$ cat config.mk
export PLATFORM = sky130hd
export DESIGN_NAME = jtag_load_sequencer
export DESIGN_NICKNAME = d
export VERILOG_FILES = /design/src/rtl/jtag_load_sequencer.sv
export SDC_FILE = /design/constraint.sdc
export NUM_CORES = 1
export LEC_CHECK = 0
export CORE_UTILIZATION = 61
export DETAILED_ROUTE_END_ITERATION = 10
export PLACE_DENSITY = 0.87
export SYNTH_ARGS = -nofsm -noshare
export SYNTH_HDL_FRONTEND = slang
export SYNTH_SLANG_ARGS = --single-unit
$ cat constraint.sdc
create_clock -name tck_i -period 3.1 [get_ports tck_i]
set_input_delay 0.31 -clock tck_i [delete_from_list [all_inputs] [get_ports tck_i]]
set_output_delay 0.31 -clock tck_i [all_outputs]
set_load 0.1 [all_outputs]
$ cat src/rtl/jtag_load_sequencer.sv
// jtag_load_sequencer
// TCK-domain controller that sits behind the TAP state machine. It holds the
// instruction register, decodes it into one of three data chains, muxes TDO,
// and turns each completed LOAD_PROGRAM DR scan into one instruction-memory
// write at an auto-incrementing word address. The core is held in reset for
// the whole load session.
//
// Ports:
//   tck_i, rst_i           clock and synchronous active-high reset
//   tdi_i, tdo_o           serial data in / registered serial data out
//   captureIR_i .. updateDR_i  one-hot TAP state strobes
//   mem_wvalid_o/wready_i  valid/ready write handshake to instruction memory
//   mem_waddr_o/wdata_o    word address and data of the pending write
//   cpu_rst_o              core reset, high while a load session is open
//   load_done_o            one-cycle pulse when a session closes
module jtag_load_sequencer #(
    parameter int unsigned             IR_WIDTH        = 4,
    parameter int unsigned             DATA_WIDTH      = 32,
    parameter int unsigned             ADDR_WIDTH      = 10,
    parameter logic [IR_WIDTH-1:0]     OP_LOAD_PROGRAM = 4'b0001,
    parameter logic [IR_WIDTH-1:0]     OP_SCAN_TEST    = 4'b0010,
    parameter logic [IR_WIDTH-1:0]     OP_BYPASS       = 4'b0011
) (
    input  logic                  tck_i,
    input  logic                  rst_i,
    input  logic                  tdi_i,
    input  logic                  captureIR_i,
    input  logic                  shiftIR_i,
    input  logic                  updateIR_i,
    input  logic                  captureDR_i,
    input  logic                  shiftDR_i,
    input  logic                  updateDR_i,
    output logic                  tdo_o,
    output logic                  mem_wvalid_o,
    input  logic                  mem_wready_i,
    output logic [ADDR_WIDTH-1:0] mem_waddr_o,
    output logic [DATA_WIDTH-1:0] mem_wdata_o,
    output logic                  cpu_rst_o,
    output logic                  load_done_o
);

    localparam int unsigned CNT_WIDTH = ADDR_WIDTH + 1;

    typedef enum logic [1:0] {StIdle, StArmed, StWrite, StFinish} state_e;

    state_e                state_q, state_d;
    logic [IR_WIDTH-1:0]   ir_q;
    logic [IR_WIDTH-1:0]   ir_shift_q;
    logic                  bypass_q;
    logic [DATA_WIDTH-1:0] load_dr_q;
    logic [DATA_WIDTH-1:0] scan_dr_q;
    logic                  tdo_q;
    logic [CNT_WIDTH-1:0]  word_cnt_q, word_cnt_d;
    logic [ADDR_WIDTH-1:0] waddr_q, waddr_d;
    logic [DATA_WIDTH-1:0] wdata_q, wdata_d;
    logic                  full_q, full_d;
    logic                  overrun_q, overrun_d;
    logic                  fin_pend_q, fin_pend_d;

    logic                  sel_load, sel_scan;
    logic                  upd_ir, upd_dr_load;
    logic                  ir_new_load, ir_new_other;
    logic                  finish_req;
    logic                  dr_bit0;
    logic [15:0]           cnt16;
    logic [DATA_WIDTH-1:0] status;

    // Anything that is neither LOAD_PROGRAM nor SCAN_TEST selects BYPASS.
    assign sel_load = (ir_q == OP_LOAD_PROGRAM);
    assign sel_scan = (ir_q == OP_SCAN_TEST);

    // Strobe priority within a path is capture > shift > update.
    assign upd_ir       = updateIR_i && !captureIR_i && !shiftIR_i;
    assign upd_dr_load  = updateDR_i && !captureDR_i && !shiftDR_i && sel_load;
    // The opcode being committed is the one still sitting in the IR shifter.
    assign ir_new_load  = upd_ir && (ir_shift_q == OP_LOAD_PROGRAM);
    assign ir_new_other = upd_ir && (ir_shift_q != OP_LOAD_PROGRAM);
    assign finish_req   = fin_pend_q || ir_new_other;

    assign cnt16 = 16'(word_cnt_q);

    always_comb begin
        status                 = '0;
        status[DATA_WIDTH-1]   = full_q;
        status[DATA_WIDTH-2]   = overrun_q;
        status[15:0]           = cnt16;
    end

    always_comb begin
        dr_bit0 = bypass_q;
        if (sel_load) begin
            dr_bit0 = load_dr_q[0];
        end else if (sel_scan) begin
            dr_bit0 = scan_dr_q[0];
        end
    end

    // IR/DR chains and TDO. TDO registers the pre-shift LSB, so each shift
    // edge presents the bit that the chain is shifting out.
    always_ff @(posedge tck_i) begin
        if (rst_i) begin
            ir_q       <= OP_BYPASS;
            ir_shift_q <= '0;
            bypass_q   <= 1'b0;
            load_dr_q  <= '0;
            scan_dr_q  <= '0;
            tdo_q      <= 1'b0;
        end else begin
            if (captureIR_i) begin
                ir_shift_q <= IR_WIDTH'(2'b01);
            end else if (shiftIR_i) begin
                ir_shift_q <= {tdi_i, ir_shift_q[IR_WIDTH-1:1]};
            end else if (updateIR_i) begin
                ir_q <= ir_shift_q;
            end

            if (captureDR_i) begin
                if (sel_load) begin
                    load_dr_q <= DATA_WIDTH'(word_cnt_q);
                end else if (sel_scan) begin
                    scan_dr_q <= status;
                end else begin
                    bypass_q <= 1'b0;
                end
            end else if (shiftDR_i) begin
                if (sel_load) begin
                    load_dr_q <= {tdi_i, load_dr_q[DATA_WIDTH-1:1]};
                end else if (sel_scan) begin
                    scan_dr_q <= {tdi_i, scan_dr_q[DATA_WIDTH-1:1]};
                end else begin
                    bypass_q <= tdi_i;
                end
            end

            tdo_q <= shiftIR_i ? ir_shift_q[0] : dr_bit0;
        end
    end

    // FSM state register plus the session datapath it owns.
    always_ff @(posedge tck_i) begin
        if (rst_i) begin
            state_q    <= StIdle;
            word_cnt_q <= '0;
            waddr_q    <= '0;
            wdata_q    <= '0;
            full_q     <= 1'b0;
            overrun_q  <= 1'b0;
            fin_pend_q <= 1'b0;
        end else begin
            state_q    <= state_d;
            word_cnt_q <= word_cnt_d;
            waddr_q    <= waddr_d;
            wdata_q    <= wdata_d;
            full_q     <= full_d;
            overrun_q  <= overrun_d;
            fin_pend_q <= fin_pend_d;
        end
    end

    // Next-state logic.
    always_comb begin
        state_d    = state_q;
        word_cnt_d = word_cnt_q;
        waddr_d    = waddr_q;
        wdata_d    = wdata_q;
        full_d     = full_q;
        overrun_d  = overrun_q;
        fin_pend_d = fin_pend_q;

        case (state_q)
            StIdle, StArmed: begin
                if (ir_new_load) begin
                    // Arm, or restart an open session from scratch.
                    state_d    = StArmed;
                    word_cnt_d = '0;
                    waddr_d    = '0;
                    full_d     = 1'b0;
                    overrun_d  = 1'b0;
                    fin_pend_d = 1'b0;
                end else if (state_q == StArmed) begin
                    if (ir_new_other) begin
                        state_d = StFinish;
                    end else if (upd_dr_load && !full_q) begin
                        wdata_d = load_dr_q;
                        state_d = StWrite;
                    end
                end
            end
            StWrite: begin
                if (ir_new_other) begin
                    fin_pend_d = 1'b1;
                end
                // A word arriving while one is still pending is dropped.
                if (upd_dr_load) begin
                    overrun_d = 1'b1;
                end
                if (mem_wready_i) begin
                    word_cnt_d = word_cnt_q + CNT_WIDTH'(1);
                    // Saturate at the top word instead of wrapping.
                    if (waddr_q == {ADDR_WIDTH{1'b1}}) begin
                        full_d = 1'b1;
                    end else begin
                        waddr_d = waddr_q + ADDR_WIDTH'(1);
                    end
                    fin_pend_d = 1'b0;
                    state_d    = finish_req ? StFinish : StArmed;
                end
            end
            StFinish: begin
                state_d = StIdle;
            end
            default: begin
                state_d = StIdle;
            end
        endcase
    end

    // Outputs.
    always_comb begin
        mem_wvalid_o = (state_q == StWrite);
        cpu_rst_o    = (state_q == StArmed) || (state_q == StWrite);
        load_done_o  = (state_q == StFinish);
        mem_waddr_o  = waddr_q;
        mem_wdata_o  = wdata_q;
        tdo_o        = tdo_q;
    end

endmodule

==> results_dict.tcl <==
set metrics [dict create \
    syn_area_per_cell_um2 9.197 \
    ant_nets 0 \
    min_period_ns 2.420 \
    criticalPathCategory "register to primary output" \
    multiInputGateArea_um2 2758 \
    cpLargestDelayFamily "buffers and inverters" \
    p_sw_share_pct 26.42 \
    min_to "mem_wdata_o[4]" \
    seqPwrFrac_pct 39.1 \
    post_cts_resized 0 \
    grt-busiest-layer "met2" \
    finalMaxSlewViolations 0 \
    ys.flop_type "dfxtp_1" \
    die_w_um 97.98 \
    p_int_mw 3.366 \
    grt_first_pass_wirelength_mm 21.17 \
    cts_buffers 17 \
    worst-slew-pin-transition_ns 0.9782 \
    n_antenna_cell 0 \
    postCtsHoldBufs 0 \
    critPathMaxFanout 6 \
    p_leak_nw 2.652 \
    fin_crit_sh_pct 78.06 \
    syn_nets 628 \
    vias 4636 \
    tns_ns 0 \
    hold_start "rst_i" \
    worstPathCellList "clkdlybuf4s50_1" \
    start_util_pct 63.81 \
    hold_viol_final 0 \
    htree_levels 4 \
    cp.required_ns 2.79 \
    synthMuxAreaShare_pct 10.51 \
    tritoncts "yes" \
    fill_cells 578 \
    setup_viol 0 \
    drcViolationCount 4 \
    dpl.hpwl_mm 7.503 \
    die_h_um 97.98 \
    drt_iter0_markers 263 \
    power.total_mw 4.575 \
    synth_common_cells "132 x dfxtp_1, 100 x nor2_1, 59 x mux2i_1" \
    r2r_start "state_q[1]" \
    via_per_inst 5.982 \
    pwr-share-clk_pct 48.1 \
    crit_start "mem_waddr_o[7]" \
    clk_pin_slew_ns 0.06 \
    gr-usage-met3_pct 5.941 \
    ys_warn_count 0 \
    ys_seq_area_share_pct 47.03 \
    grt_pass1_vias 4375 \
    rsz0062_at_grt "no" \
    post_cts_buffers 0 \
    crit_path_top_delay_cell "clkdlybuf4s50_1" \
    ir_drop_uv 722.4 \
    insertion_delay_ns 0.52 \
    yosys.area_share.adder_pct 1.559 \
    hold_path_class "input port to register" \
    syn2layout_area_growth_pct 21.33 \
    clock-sinks 132 \
    arrival_ns 2.11 \
    ff2ff_path_depth 7 \
    yosysMostFrequentCell "dfxtp_1" \
    gp_congestion 0.8935 \
    grt_use_met1_pct 34.99 \
    place.port_buffers 55 \
    num_rows 34 \
    wl_per_cell_um 16.16 \
    slew_headroom_pct 34.58 \
    power_frac_comb_pct 12.9 \
    synth_top_area_share_pct 47.03 \
    io_pins 56 \
    netlist_instances 611 \
    synth-xor-area-share_pct 1.715 \
    dr.pass1.iters 8 \
    cp_num_buf_inv 1 \
    grt_max_degree 55 \
    synthSimpleGateAreaFrac_pct 23.07 \
    placeableCoreArea_um2 8806 \
    synth_top_family_by_area "simple AND/OR/NAND/NOR gates" \
    antenna_found_initial 0 \
    worstReg2RegEnd "mem_waddr_o[4]" \
    final_nets 671 \
    fin_skew_ns 0.006066 \
    max_freq_mhz 413.3 \
    drive_above_1_share_pct 9.595 \
    grt_overflow 0 \
    root_buffer "clkbuf_8" \
    grt_usage_pct 27.59 \
    syn_area_um2 5619 \
    status "complete, but fails checks" \
    ys_ff_latch 132 \
    regArea_um2 2643 \
    end_kind "primary output" \
    met2_usage_pct 45.61 \
    power_density_nw_per_um2 671.0 \
    hold_path_depth 2 \
    synth_area_leaders "dfxtp_1 47%, mux2i_1 11%, nor2_1 6.7%, a21oi_1 5.0%, a211oi_1 3.9%" \
    timing.reg2reg.setup_slack_ns 0.81 \
    synthDistinctLibCells 47 \
    finalWirelength_mm 12.53 \
    synth_top_cell_by_area "dfxtp_1" \
    cpPeakStageDelay_ns 1.17 \
    synth-compound-area-share_pct 12.16 \
    switchingPower_mw 1.208 \
    async_flop_share_pct 0 \
    startpoint_type "register" \
    die-area_um2 9599 \
    drv_cap 0 \
    violations "DRC" \
    clockBufferDepth 2 \
    synth_edf_count 0 \
]
[power by group through the flow]
stage               Clock [mW]  Combinational [mW]  Sequential [mW]
floorplan                    0               0.452             1.82
global placement             0               0.554             1.82
detailed placement           0               0.567             1.82
CTS                       2.21               0.583             1.79
global route              2.29               0.636             1.79
finish                    2.20               0.589             1.79
[placed cells by master, fill, tap and decap left out, drive strengths merged, types with 4 or more instances in the layout]
cell / instances
nor3b: 23
nor4b: 5
xnor2: 9
nand3b: 23
a21oi: 56
clkdlybuf4s50: 42
nor2b: 4
bufinv: 5
clkinv: 4
ha: 7
a211oi: 29
nand2: 43
mux2i: 59
inv: 5
clkbuf: 21
nor3: 14
o21ai: 8
buf: 24
a31oi: 5
nor4: 5
dfxtp: 132
nand4: 5
nand3: 9
nor2: 100
[cell families (layout without fill, tap and decap cells)]
logic type | count (synthesis) | after routing
compound gates | 110 | 110
xor+xnor | 11 | 11
fa+ha+maj | 7 | 7
buf+inv | 46 | 102
flops | 132 | 132
mux | 59 | 59
simple gates | 246 | 246
[state kept, by name, indices dropped and copies added, names as in the netlist]
name / count
mem_wdata_o: 32
bypass_q: 1
load_dr_q: 32
mem_waddr_o: 10
ir_q: 4
state_q: 2
overrun_q: 1
ir_shift_q: 4
tdo_o: 1
scan_dr_q: 32
fin_pend_q: 1
word_cnt_q: 11
full_q: 1
[worst max-delay path by stage]
stage	end	slack, ns	cells past startpoint
after floorplan	mem_waddr_o[7]	0.64	6
after global placement	mem_waddr_o[6]	0.81	6
after detailed placement	mem_wdata_o[12]	0.75	6
after CTS	mem_waddr_o[7]	0.68	1
after global routing	mem_waddr_o[7]	0.65	7
final	mem_waddr_o[7]	0.68	1
[through the flow]
step / util [%] / hold WS, ns / worst slack (ns) / cell area [um^2] / cells
3_5_place_dp: 69.96 / 0.4447 / 0.7476 / 6161 / 743
4_1_cts: 77.42 / 0.2500 / 0.6792 / 6818 / 775
3_3_place_gp: 69.96 / 0.4387 / 0.8091 / 6161 / 743
5_1_grt: 77.42 / 0.2841 / 0.6489 / 6818 / 775
6_report: 77.42 / 0.2591 / 0.6802 / 6818 / 775
2_1_floorplan: - / 0.4312 / 0.6446 / 5619 / 611
[layout make-up]
class	instances	share of cell area, %
timing repair buffer	66	8.956
tap	108	1.982
multi-input combinational	433	40.45
clock inverter	11	2.900
inverter	4	0.2202
clock buffer	21	6.735
sequential	132	38.76
[layer usage]
layer	vias to the layer above	wire (um)
met1	2208	5331
met3	31	607
li1	2248	-
met4	0	294
met5	-	0
met2	149	6292
Power figures use the tool's default switching activity.
